[src/rtl/piso_tx.sv]
// Parallel-in serial-out transmitter: shifts a WIDTH-bit word out MSB first,
// holding each bit DIV cycles and strobing o_ser_en on the last cycle of each bit.
//
// state   | meaning
// --------+-------------------------------------------------------------
// S_IDLE  | waiting for a word; o_load_ready high unless reset is asserted
// S_SHIFT | frame in flight; o_ser_d is the shift register MSB
module piso_tx #(
    parameter int WIDTH = 8,
    parameter int DIV   = 1
) (
    input  logic             i_clk,
    input  logic             i_rst,
    input  logic [WIDTH-1:0] i_data_in,
    input  logic             i_load_valid,
    output logic             o_load_ready,
    output logic             o_ser_d,
    output logic             o_ser_en,
    output logic             o_busy,
    output logic             o_done
);

    localparam int BW = $clog2(WIDTH + 1);
    localparam int DW = (DIV > 1) ? $clog2(DIV) : 1;
    localparam logic [DW-1:0] DCNT_LAST = DW'(DIV - 1);
    localparam logic [BW-1:0] BCNT_FULL = BW'(WIDTH);

    typedef enum logic {
        S_IDLE  = 1'b0,
        S_SHIFT = 1'b1
    } state_t;

    state_t           r_state, w_state_nxt;
    logic [WIDTH-1:0] r_sh, w_sh_nxt;
    logic [BW-1:0]    r_bcnt, w_bcnt_nxt;
    logic [DW-1:0]    r_dcnt, w_dcnt_nxt;
    logic             w_bit_end;
    logic             w_last;

    assign w_bit_end = (r_state == S_SHIFT) && (r_dcnt == DCNT_LAST);
    assign w_last    = w_bit_end && (r_bcnt == BW'(1));

    always_ff @(posedge i_clk) begin
        if (i_rst) begin
            r_state <= S_IDLE;
            r_sh    <= '0;
            r_bcnt  <= '0;
            r_dcnt  <= '0;
        end else begin
            r_state <= w_state_nxt;
            r_sh    <= w_sh_nxt;
            r_bcnt  <= w_bcnt_nxt;
            r_dcnt  <= w_dcnt_nxt;
        end
    end

    always_comb begin
        w_state_nxt = r_state;
        w_sh_nxt    = r_sh;
        w_bcnt_nxt  = r_bcnt;
        w_dcnt_nxt  = r_dcnt;
        if (r_state == S_IDLE) begin
            if (i_load_valid) begin
                w_sh_nxt    = i_data_in;
                w_bcnt_nxt  = BCNT_FULL;
                w_dcnt_nxt  = '0;
                w_state_nxt = S_SHIFT;
            end
        end else begin
            if (w_bit_end) begin
                // The bit just strobed is retired; zero fill keeps o_ser_d clean afterwards.
                w_dcnt_nxt = '0;
                w_sh_nxt   = {r_sh[WIDTH-2:0], 1'b0};
                w_bcnt_nxt = r_bcnt - BW'(1);
                if (w_last) begin
                    w_state_nxt = S_IDLE;
                end
            end else begin
                w_dcnt_nxt = r_dcnt + DW'(1);
            end
        end
    end

    // Reset is the only input allowed to reach an output combinationally.
    assign o_load_ready = (r_state == S_IDLE) && !i_rst;
    assign o_busy       = (r_state == S_SHIFT);
    assign o_ser_d      = (r_state == S_SHIFT) && r_sh[WIDTH-1];
    assign o_ser_en     = w_bit_end;
    assign o_done       = w_last;

endmodule
[config.mk]
export PLATFORM = sky130hd
export DESIGN_NAME = piso_tx
export DESIGN_NICKNAME = d
export VERILOG_FILES = /design/src/rtl/piso_tx.sv
export SDC_FILE = /design/constraint.sdc
export NUM_CORES = 1
export LEC_CHECK = 0
export BUFFER_PORTS_ARGS = -buffer_cell sky130_fd_sc_hd__buf_2
export CAP_MARGIN = 20
export CORE_MARGIN = 1
export CORE_UTILIZATION = 54
export DETAILED_ROUTE_END_ITERATION = 7
export PLACE_DENSITY = 0.79
export SYNTH_ARGS = -nofsm -noshare
export SYNTH_HDL_FRONTEND = slang
export SYNTH_SLANG_ARGS = --single-unit
[constraint.sdc]
create_clock -name i_clk -period 3.77 [get_ports i_clk]
set_clock_uncertainty 0.2 [all_clocks]
set_input_delay 0.1885 -clock i_clk [delete_from_list [all_inputs] [get_ports i_clk]]
set_output_delay 0.1885 -clock i_clk [all_outputs]
set_load 0.1 [all_outputs]
==> key figures <==
Routing
  – DR DRC count: 0
  – Count of vias placed by the detailed router: approximately 570
  – Detail Route Antenna Nets: 0
  – Wire length per cell: approximately 13 um
  – Total wirelength of the detailed-routed design: ~1300 um
  – Average vias per placed instance: approximately 5.5
  – First-pass iteration count of the detailed router: 3
  – Number of DRC markers after the initial detailed-route iteration: 14

Hold path
  – Type of the worst min-delay path: primary input to flip-flop
  – Cell depth of the worst hold path: 3
  – Hold Crit Endpoint: r_sh[2]
  – Startpoint of the most critical hold path: i_data_in[2]

CTS
  – CTS tree: built
  – Clock insertion delay at the later pin of the skew report: 280 ps
  – CTS H-tree lvls: 1
  – Root buffer selected by CTS: sky130_fd_sc_hd__clkbuf_4
  – Clock buffers created by TritonCTS: 3
  – Total clock sinks: 14
  – Register clock-pin slew on the reported worst setup and hold paths: around 80 ps
  – Deepest clock path buffer count: 2
  – PostCTS Resize Cnt: 0

Global routing
  – Global-route wire length before repair: between 2000 and 2500 um
  – Initial antenna violation count: 0
  – Residual overflow from global routing: 0
  – Largest net degree at the start of global routing: 21
  – Overall routing resource usage: 22.3%
  – Vias in the first global route: between 400 and 500

Timing
  – Achievable clock frequency: 441 MHz
  – Final Max Tran Viols: 0
  – Portion of the clock cycle consumed by the worst path in the final layout: about three fifths
  – Setup tns final: 0 ps
  – Clock period minus final worst setup slack: approximately 2300 ps
  – Setup violation total in the final timing report: 0
  – Worst slew margin relative to its limit: a little under half
  – Unrepaired setup endpoints after global routing: false
  – Final Hold Violating Endpoints: 0
  – Least-Margin Pin Slew: a little over 800 ps

Power
  – Power share of the sequential group: slightly above 50%
  – Static leakage: approximately 0.33 nW
  – Logic pwr share: about a quarter
  – Internal Power: approximately 0.00023 W
  – Proportion of power drawn by the clock network: roughly a quarter
  – Switching Share: 32.8%
  – Areal power density over the cells: between 400 and 500 nW/um^2
  – Worst-case vdd ir drop: ~0.00022 V
  – Total net switching power: 0.000112 W

Die
  – Die Span Y: around 38 um
  – Starting Density: approximately 61%
  – Horiz. Die Dim: ~38 um
  – I/O pin count: 16
  – Core Area: 1160 um^2
  – Number of rows in the core area: 12
  – Die area: around 1500 um^2

Synth
  – Flip-flop and latch count after synthesis: 14
  – Post-synthesis cell area: 709 um^2
  – Mapped Cells: 73
  – Nets in the synthesized netlist: 86
  – Avg Cell Area, Syn: approximately 9.7 um^2
  – Most common cell in the synthesized netlist: sky130_fd_sc_hd__dfxtp_1
  – Commonest cells in the synthesized netlist: sky130_fd_sc_hd__dfxtp_1, sky130_fd_sc_hd__nor3_1, sky130_fd_sc_hd__a211oi_1, sky130_fd_sc_hd__mux2i_1, sky130_fd_sc_hd__nand3_1
  – Top FF cell, synth: sky130_fd_sc_hd__dfxtp_1
  – Number of flops mapped to enable cells by yosys: 0
  – Largest cells by area after synthesis: sky130_fd_sc_hd__dfxtp_1, sky130_fd_sc_hd__mux2i_1, sky130_fd_sc_hd__a211oi_1, sky130_fd_sc_hd__nor3_1, sky130_fd_sc_hd__nand2b_4
  – Most area-hungry cell type in the Yosys netlist: sky130_fd_sc_hd__dfxtp_1
  – Yosys top cell area share: around 40%
  – Count of unique library cells instantiated by Yosys: 28
  – Async set or reset register ratio after synthesis: 0%
  – Register area share after synthesis: 39.5%
  – Number of synthesis warnings: 0

Outcome
  – Result of the run: finished, final reports clean

Setup path
  – Max FO, Critical Path: 20
  – Largest incremental delay on the critical path: approximately 850 ps
  – Required time at the endpoint of the critical path: about 3400 ps
  – Cell with the largest stage delay on the worst path: sky130_fd_sc_hd__dfxtp_1
  – Reg2reg start: o_busy
  – R2r endpoint: r_sh[3]
  – Critical path data arrival time: between 1500 and 2000 ps
  – Element type at the critical path end: output pin
  – CP Cell Sequence: and4b_1 -> buf_2
  – Nature of the critical path startpoint: flip-flop
  – Path depth of the worst reg2reg path: 3
  – Worst setup path category: flip-flop to output pin
  – Worst setup slack for register-to-register paths: approximately 2000 ps

Cells and area
  – Register area: 280 um^2
  – Area occupied by multi-input gates: 374 um^2
  – Count of nets after finishing: roughly 100
  – Filler Cell Count: between 90 and 100
  – Fraction of layout cells with a size suffix above 1: around 28%
  – Signed area change from the synthesized netlist to the final layout: 13.1%
  – Finished Core Util: a little over two thirds
  – Diodes inserted: 0

Job
  – Max-cap violations: 0

Place
  – Half-perimeter wire length after detailed placement: between 900 and 1000 um
  – IO Port Bufs: 15
  – Placer congestion estimate: about 0.73
-- routing by layer --
layer	share of wire, %	vias to the layer above	GRT usage, %
li1	-	300	-
met1	46	254	27.1
met2	48	12	32.6
met3	4.8	2	10.5
met4	0.97	0	10.7
met5	0	-	0
-- cell families (layout without fill, tap and decap cells) --
| group | count (synthesis) | after routing | synth area share, % |
|---|---|---|---|
| adder cells (fa/ha/maj) | 2 | 2 | 3.53 |
| buffers and inverters | 7 | 23 | 7.76 |
| flip-flops | 14 | 14 | 39.5 |
| AND/OR/NAND/NOR | 29 | 29 | 25.4 |
| multiplexers | 8 | 8 | 11.5 |
| AO/OA/AOI/OAI | 13 | 13 | 12.3 |
-- metrics by stage --
step,hold slack [ps],instance area (um^2),setup WS [ps],power (W),std cells
final,50.0,802,1500,0.000342,103
after global routing,40.3,802,1370,0.000365,103
after CTS,44.8,802,1480,0.000346,103
after detailed placement,220,759,1780,0.000262,98
after global placement,228,759,1820,0.000260,98
after floorplan,61.3,709,1040,0.000249,73
-- repair_timing --
item                      in CTS  in global routing
setup buffers                  0                  0
hold endpoints to repair       2                  0
hold buffers                   2                  0
-- critical path, delay by kind of cell (launching register included) --
kind                   cells  cell delay, ps
and+or+nand+nor            1             320
buffers and inverters      1             430
DFF                        1             850
-- flip-flops by register name, summed over array words and instances, names as in the netlist --
name    count
o_busy      1
r_bcnt      4
r_dcnt      1
r_sh        8
-- power by group through the flow --
| stage | Combinational, W | Sequential, W | Clock, W |
|---|---|---|---|
| CTS | 0.0000855 | 0.000175 | 0.0000855 |
| detailed placement | 0.0000835 | 0.000179 | 0 |
| finish | 0.0000853 | 0.000175 | 0.0000821 |
| floorplan | 0.0000718 | 0.000177 | 0 |
| global placement | 0.0000814 | 0.000178 | 0 |
| global route | 0.0000917 | 0.000178 | 0.0000958 |
-- cell usage in the layout, fill, tap and decap left out --
master / count
sky130_fd_sc_hd__buf_2: 15
sky130_fd_sc_hd__dfxtp_1: 14
sky130_fd_sc_hd__nor3_1: 8
sky130_fd_sc_hd__mux2i_1: 7
sky130_fd_sc_hd__a211oi_1: 7
sky130_fd_sc_hd__nand3_1: 4
sky130_fd_sc_hd__nor2_1: 3
sky130_fd_sc_hd__nand2_1: 3
sky130_fd_sc_hd__a21oi_1: 3
sky130_fd_sc_hd__clkbuf_4: 3
sky130_fd_sc_hd__inv_1: 2
sky130_fd_sc_hd__nand2b_4: 2
sky130_fd_sc_hd__a31oi_1: 2
sky130_fd_sc_hd__ha_1: 2
sky130_fd_sc_hd__dlygate4sd3_1: 2
sky130_fd_sc_hd__clkinv_2: 1
sky130_fd_sc_hd__and4b_1: 1
sky130_fd_sc_hd__and2_1: 1
sky130_fd_sc_hd__or2b_2: 1
sky130_fd_sc_hd__nand2_2: 1
sky130_fd_sc_hd__nor2b_2: 1
sky130_fd_sc_hd__or3b_1: 1
sky130_fd_sc_hd__nor4_1: 1
sky130_fd_sc_hd__mux2_2: 1
sky130_fd_sc_hd__o21a_1: 1
sky130_fd_sc_hd__nor4b_1: 1
sky130_fd_sc_hd__nand2b_1: 1
-- how the worst max path moves through the flow --
stage | start | endpoint | slack, ps | depth (start not counted)
finish | o_busy | o_done | 1500 | 2
global route | o_busy | o_done | 1370 | 2
CTS | o_busy | o_done | 1480 | 2
detailed placement | o_busy | o_done | 1780 | 2
global placement | o_busy | o_done | 1820 | 2
floorplan | o_busy | o_load_ready | 1040 | 3
-- area by class of cell --
cell class | instances | share of cell area (%)
sequential | 14 | 34.9
multi-input combinational | 52 | 46.6
timing repair buffer | 17 | 11.9
inverter | 3 | 1.56
clock buffer | 3 | 2.81
tap | 14 | 2.18
Power figures use the tool's default switching activity.
